$ cat src/rtl/lsu_mem_master_pkg.sv
// Shared constants, FSM encoding and funct3 decode helpers for the LSU RAM initiator.
package lsu_mem_master_pkg;

  localparam logic [1:0] STORE_B  = 2'b00;
  localparam logic [1:0] STORE_HW = 2'b01;
  localparam logic [1:0] STORE_W  = 2'b10;

  localparam logic [2:0] F3_LB  = 3'b000;
  localparam logic [2:0] F3_LH  = 3'b001;
  localparam logic [2:0] F3_LW  = 3'b010;
  localparam logic [2:0] F3_LBU = 3'b100;
  localparam logic [2:0] F3_LHU = 3'b101;
  localparam logic [2:0] F3_SB  = 3'b000;
  localparam logic [2:0] F3_SH  = 3'b001;
  localparam logic [2:0] F3_SW  = 3'b010;

  typedef enum logic [2:0] {
    S_IDLE = 3'd0,
    S_WR   = 3'd1,
    S_RD0  = 3'd2,
    S_RD1  = 3'd3,
    S_RD2  = 3'd4,
    S_DONE = 3'd5
  } lsu_state_e;

  function automatic logic ld_f3_legal(input logic [2:0] f3);
    case (f3)
      F3_LB, F3_LH, F3_LW, F3_LBU, F3_LHU: return 1'b1;
      default:                             return 1'b0;
    endcase
  endfunction

  function automatic logic st_f3_legal(input logic [2:0] f3);
    return f3 < 3'b011;
  endfunction

  // True when the load spans two RAM words and needs a second read.
  function automatic logic ld_crosses(input logic [2:0] f3, input logic [1:0] off);
    case (f3)
      F3_LH, F3_LHU: return off == 2'd3;
      F3_LW:         return off != 2'd0;
      default:       return 1'b0;
    endcase
  endfunction

  function automatic logic [1:0] st_ctrl(input logic [2:0] f3);
    case (f3)
      F3_SB:   return STORE_B;
      F3_SH:   return STORE_HW;
      default: return STORE_W;
    endcase
  endfunction

endpackage

$ cat src/rtl/lsu_mem_master_load_align.sv
// Shifts the {hi,lo} word pair by the byte offset and sign/zero extends per load type.
module lsu_load_align
  import lsu_mem_master_pkg::*;
(
  input  logic [63:0] data_i,
  input  logic [1:0]  off_i,
  input  logic [2:0]  funct3_i,
  output logic [31:0] rdata_o
);

  logic [63:0] shifted_s;

  always_comb begin
    shifted_s = data_i >> {off_i, 3'b000};
    case (funct3_i)
      F3_LB:   rdata_o = {{24{shifted_s[7]}}, shifted_s[7:0]};
      F3_LBU:  rdata_o = {24'h000000, shifted_s[7:0]};
      F3_LH:   rdata_o = {{16{shifted_s[15]}}, shifted_s[15:0]};
      F3_LHU:  rdata_o = {16'h0000, shifted_s[15:0]};
      F3_LW:   rdata_o = shifted_s[31:0];
      default: rdata_o = 32'h0000_0000;
    endcase
  end

endmodule

$ cat src/rtl/lsu_mem_master.sv
// Single-outstanding load/store initiator for a RAM with one-cycle registered read latency.
module lsu_mem_master
  import lsu_mem_master_pkg::*;
#(
  parameter bit SPLIT_LD = 1'b1
)
(
  input  logic        clk,
  input  logic        rst_n,
  input  logic        req_valid,
  output logic        req_ready,
  input  logic        req_we,
  input  logic [2:0]  req_funct3,
  input  logic [31:0] req_addr,
  input  logic [31:0] req_wdata,
  output logic        resp_valid,
  output logic [31:0] resp_rdata,
  output logic        resp_err,
  output logic        mem_we,
  output logic [1:0]  mem_ctrl,
  output logic [31:0] mem_addr,
  output logic [31:0] mem_wdata,
  input  logic [31:0] mem_rdata
);

  lsu_state_e  state_q;
  logic [2:0]  f3_q;
  logic [31:0] addr_q;
  logic [31:0] lo_q;
  logic        resp_valid_q;
  logic        resp_err_q;
  logic [31:0] resp_rdata_q;
  logic        mem_we_q;
  logic [1:0]  mem_ctrl_q;
  logic [31:0] mem_addr_q;
  logic [31:0] mem_wdata_q;

  logic        st_bad_s;
  logic        ld_bad_s;
  logic [31:0] word_s;
  logic [63:0] ld_pair_s;
  logic [31:0] ld_data_s;

  // Accept-time legality decode and the word pair fed to the aligner.
  always_comb begin
    st_bad_s = !st_f3_legal(req_funct3)
             || (req_funct3 == F3_SH && req_addr[1:0] == 2'd3)
             || (req_funct3 == F3_SW && req_addr[1:0] != 2'd0);
    ld_bad_s = !ld_f3_legal(req_funct3)
             || (ld_crosses(req_funct3, req_addr[1:0]) && !SPLIT_LD);
    word_s   = {addr_q[31:2], 2'b00};
    if (state_q == S_RD2) begin
      ld_pair_s = {mem_rdata, lo_q};
    end else begin
      ld_pair_s = {32'h0000_0000, mem_rdata};
    end
  end

  lsu_load_align u_align (
    .data_i   (ld_pair_s),
    .off_i    (addr_q[1:0]),
    .funct3_i (f3_q),
    .rdata_o  (ld_data_s)
  );

  // Request FSM; every core- and RAM-facing output is loaded on the transition into its state.
  always_ff @(posedge clk or negedge rst_n) begin
    if (!rst_n) begin
      state_q      <= S_IDLE;
      f3_q         <= 3'b000;
      addr_q       <= 32'h0000_0000;
      lo_q         <= 32'h0000_0000;
      resp_valid_q <= 1'b0;
      resp_err_q   <= 1'b0;
      resp_rdata_q <= 32'h0000_0000;
      mem_we_q     <= 1'b0;
      mem_ctrl_q   <= STORE_W;
      mem_addr_q   <= 32'h0000_0000;
      mem_wdata_q  <= 32'h0000_0000;
    end else begin
      resp_valid_q <= 1'b0;
      case (state_q)
        S_IDLE: begin
          if (req_valid) begin
            f3_q   <= req_funct3;
            addr_q <= req_addr;
            if ((req_we && st_bad_s) || (!req_we && ld_bad_s)) begin
              state_q      <= S_DONE;
              resp_valid_q <= 1'b1;
              resp_err_q   <= 1'b1;
              resp_rdata_q <= 32'h0000_0000;
            end else if (req_we) begin
              state_q     <= S_WR;
              mem_we_q    <= 1'b1;
              mem_addr_q  <= req_addr;
              mem_ctrl_q  <= st_ctrl(req_funct3);
              mem_wdata_q <= req_wdata;
            end else begin
              state_q    <= S_RD0;
              mem_addr_q <= {req_addr[31:2], 2'b00};
            end
          end
        end
        S_WR: begin
          state_q      <= S_DONE;
          mem_we_q     <= 1'b0;
          mem_ctrl_q   <= STORE_W;
          resp_valid_q <= 1'b1;
          resp_err_q   <= 1'b0;
          resp_rdata_q <= 32'h0000_0000;
        end
        S_RD0: begin
          state_q    <= S_RD1;
          mem_addr_q <= word_s + 32'd4;
        end
        S_RD1: begin
          lo_q <= mem_rdata;
          if (ld_crosses(f3_q, addr_q[1:0])) begin
            state_q <= S_RD2;
          end else begin
            state_q      <= S_DONE;
            resp_valid_q <= 1'b1;
            resp_err_q   <= 1'b0;
            resp_rdata_q <= ld_data_s;
          end
        end
        S_RD2: begin
          state_q      <= S_DONE;
          resp_valid_q <= 1'b1;
          resp_err_q   <= 1'b0;
          resp_rdata_q <= ld_data_s;
        end
        S_DONE: begin
          state_q <= S_IDLE;
        end
        default: begin
          state_q <= S_IDLE;
        end
      endcase
    end
  end

  assign req_ready  = (state_q == S_IDLE);
  assign resp_valid = resp_valid_q;
  assign resp_err   = resp_err_q;
  assign resp_rdata = resp_rdata_q;
  assign mem_we     = mem_we_q;
  assign mem_ctrl   = mem_ctrl_q;
  assign mem_addr   = mem_addr_q;
  assign mem_wdata  = mem_wdata_q;

endmodule

$ cat config.mk
export PLATFORM = sky130hd
export DESIGN_NAME = lsu_mem_master
export DESIGN_NICKNAME = d
export VERILOG_FILES = /design/src/rtl/lsu_mem_master_pkg.sv /design/src/rtl/lsu_mem_master_load_align.sv /design/src/rtl/lsu_mem_master.sv
export SDC_FILE = /design/constraint.sdc
export NUM_CORES = 1
export LEC_CHECK = 0
export BUFFER_PORTS_ARGS = -buffer_cell sky130_fd_sc_hd__buf_2
export CORE_MARGIN = 3
export CORE_UTILIZATION = 50
export DETAILED_ROUTE_END_ITERATION = 6
export GPL_ROUTABILITY_DRIVEN = 0
export PLACE_DENSITY = 0.75
export SYNTH_ARGS = -nofsm -noshare
export SYNTH_HDL_FRONTEND = slang
export SYNTH_SLANG_ARGS = --single-unit
$ cat constraint.sdc
create_clock -name clk -period 5 [get_ports clk]
set_input_delay 0.25 -clock clk [delete_from_list [all_inputs] [get_ports clk]]
set_output_delay 0.25 -clock clk [all_outputs]
set_load 0.01 [all_outputs]
==> impl_metrics.py <==
metrics = {
    "power_and_ir_drop": {
        "power.leakage_uw": 0.005187,
        "power_uw": 6279,
        "power.density_nw_per_um2": 584.3,
        "vdd_drop_max_uv": 302.4,
    },
    "drt": {
        "vias": 7325,
        "drtPass1Iterations": 5,
        "via_per_inst": 5.795,
        "post_drt_wl_per_cell_um": 18.58,
        "detail-route-antenna-nets": 0,
        "drt_iter0_drc": 582,
        "drcViolationCount": 0,
        "wl_um": 23480,
    },
    "place": {
        "dp_hpwl_um": 16340,
        "portBuffers": 204,
        "dpl_cell_area_um2": 10180,
        "dp_slack_ns": 2.022,
    },
    "yosys": {
        "async_reset_ff_frac": 1.000,
        "synth.avg_cell_area_um2": 10.68,
        "syn_nets": 950,
        "syn_area_um2": 9031,
        "ys_types": 68,
        "synth_edf_count": 0,
        "synth_ff_type": "dfrtp_1",
        "yosysSeqAreaShare": 0.4740,
        "synthCells": 846,
        "yosys_warnings": 0,
        "ys_ff_latch": 171,
    },
    "sta": {
        "worst_pin_slew_ns": 1.197,
        "slew_viol_final": 0,
        "finalSetupViolCount": 0,
        "fin_crit_sh": 0.6013,
        "fin_tns_setup_ns": 0,
        "worst_slew_margin_rel": 0.2017,
        "period_needed_ns": 3.006,
        "fmax_ghz": 0.3326,
        "fin_ws_ns": 1.994,
        "rsz0062_at_grt": "no",
        "fin_skew_ns": 0.008462,
        "hold_viol": 0,
    },
    "global_route": {
        "antenna_found_initial": 0,
        "grt_overflow": 0,
        "grt_max_degree": 83,
        "grt_pass1_wl_um": 37420,
        "grt_pass1_vias": 6977,
        "grt_usage": 0.2372,
    },
    "critical_path": {
        "crit_fanout": 24,
        "critPathKind": "reg2reg",
        "end_kind": "register",
        "crit_required_ns": 5.32,
        "arrival_ns": 3.32,
        "critPathLaunchType": "register",
    },
    "final_layout": {
        "nets": 1129,
        "areaGrowthSynthToFinish_pct": 18.99,
        "final_common_cell": "buf_2",
        "mostFrequentLayoutCells": "buf_2, dfrtp_1, nand2_1, mux2i_1, mux2_2",
        "final_layout_size_suffix_gt1_frac": 0.3362,
        "fill_cells": 1457,
        "stdcell_area_um2": 10750,
    },
    "clocking": {
        "hold_buffers": 1,
        "htreeDepth": 4,
        "cts_setup_buffers": 0,
        "clk_pin_slew_ns": 0.07,
        "cts-resized-gates": 0,
        "ctsLongestPathBuffers": 2,
        "tritoncts": "done",
        "clk_latency_ns": 0.44,
        "root_buffer": "clkbuf_16",
        "clock_sink_count": 171,
        "cts_made_buffers": 17,
    },
    "outcome": {
        "status": "complete, no violations",
    },
    "die": {
        "num_rows": 48,
        "die-width_um": 140.4,
        "ioPinCount": 205,
        "core-area_um2": 17480,
        "start_util": 0.5168,
        "dieHeight_um": 140.4,
        "dieArea_um2": 19710,
    },
    "job": {
        "drv_cap": 0,
    },
    "hold_path": {
        "hold_class": "in2reg",
    },
}
## state kept, by name, indices dropped and copies added (netlist names)
register and cells:
mem_addr 32, mem_ctrl 2, lo_q 32, f3_q 3
resp_valid 1, state_q 3, addr_q 32, resp_rdata 32
mem_wdata 32, mem_we 1, resp_err 1
## kinds of logic after synthesis
| kind of cell | synth area share |
|---|---|
| simple gates | 0.1388 |
| flops | 0.4740 |
| compound gates | 0.1343 |
| mux | 0.1965 |
| buf+inv | 0.03574 |
| xor+xnor | 0.01940 |
| fa+ha+maj | 0.001385 |
## layout make-up
type | instances | area (um2) | area share
repair buffers | 218 | 1135 | 0.1056
multi-input cells | 605 | 4453 | 0.4144
flip-flops and latches | 171 | 4280 | 0.3983
inverters | 12 | 45.04 | 0.004191
diodes | 1 | 2.502 | 0.0002329
clock inverters | 14 | 110.1 | 0.01025
well taps | 225 | 281.5 | 0.02620
clock buffers | 18 | 439.2 | 0.04087
## worst max-delay path, cell delays in order (launching register included)
cell and delay (ns):
dfrtp_1 0.53, or3_1 0.55, inv_2 0.12, and2_1 0.32, and3_1 0.57, buf_4 0.41, mux2_2 0.38
## cell usage after synthesis (4+ instances only)
cell type / number / area, um2
o211ai_1: 20 / 150.1
o2bb2ai_1: 15 / 131.4
nor4_1: 6 / 37.54
nand4_1: 7 / 43.79
and3_1: 7 / 43.79
buf_1: 4 / 15.01
mux2i_1: 67 / 670.6
a211oi_1: 12 / 90.09
nand3_1: 19 / 95.09
nor3_1: 11 / 55.05
nand2b_1: 9 / 56.30
xnor2_1: 7 / 61.31
buf_4: 6 / 45.04
nor2_1: 36 / 135.1
dfrtp_1: 170 / 4254
nand2_1: 141 / 529.3
mux4_2: 15 / 337.8
buf_2: 12 / 60.06
mux2_2: 66 / 743.2
o221ai_1: 6 / 52.55
a21oi_1: 17 / 85.08
or3_1: 5 / 31.28
o21bai_1: 7 / 52.55
inv_1: 11 / 41.29
o31ai_1: 4 / 30.03
and4_1: 5 / 43.79
a211o_1: 12 / 105.1
xor2_1: 13 / 113.9
o21ai_0: 48 / 240.2
clkbuf_1: 33 / 123.9
## through the flow
stage          hold slack [ns]  utilization  instances
3_5_place_dp            0.3509       0.5828       1230
5_1_grt                0.02396       0.6148       1263
3_3_place_gp            0.3458       0.5828       1230
6_report               0.01114       0.6149       1264
4_1_cts               0.006460       0.6148       1263
2_1_floorplan         -0.04559            -        846
## metal layers
layer	vias up	wire (um)	GRT usage
li1	3444	-	-
met1	3594	10160	0.3301
met2	252	11050	0.3627
met3	35	1735	0.06282
met4	0	528	0.07955
met5	-	0	0
## worst paths after layout
| check | slack, ns | start | end | cells past startpoint |
|---|---|---|---|---|
| worst max-delay path | 1.99 | state_q[0] | mem_wdata[31] | 6 |
| worst min-delay path | 0.01 | req_addr[29] | addr_q[29] | 3 |
| worst max register to register | 1.99 | state_q[0] | mem_wdata[31] | 6 |
| max in group asynchronous | 3.24 | rst_n | mem_we | 3 |
| worst min register to register | 0.48 | mem_addr[17] | mem_addr[17] | 2 |
| min in group asynchronous | 0.42 | rst_n | mem_wdata[9] | 2 |
## power breakdown
part | total [uW] | switching [uW] | internal, uW
clock | 1250 | 592 | 656
sequential | 2420 | 463 | 1960
combinational | 2610 | 1420 | 1190
No activity file was read; power rests on OpenSTA's default activity.
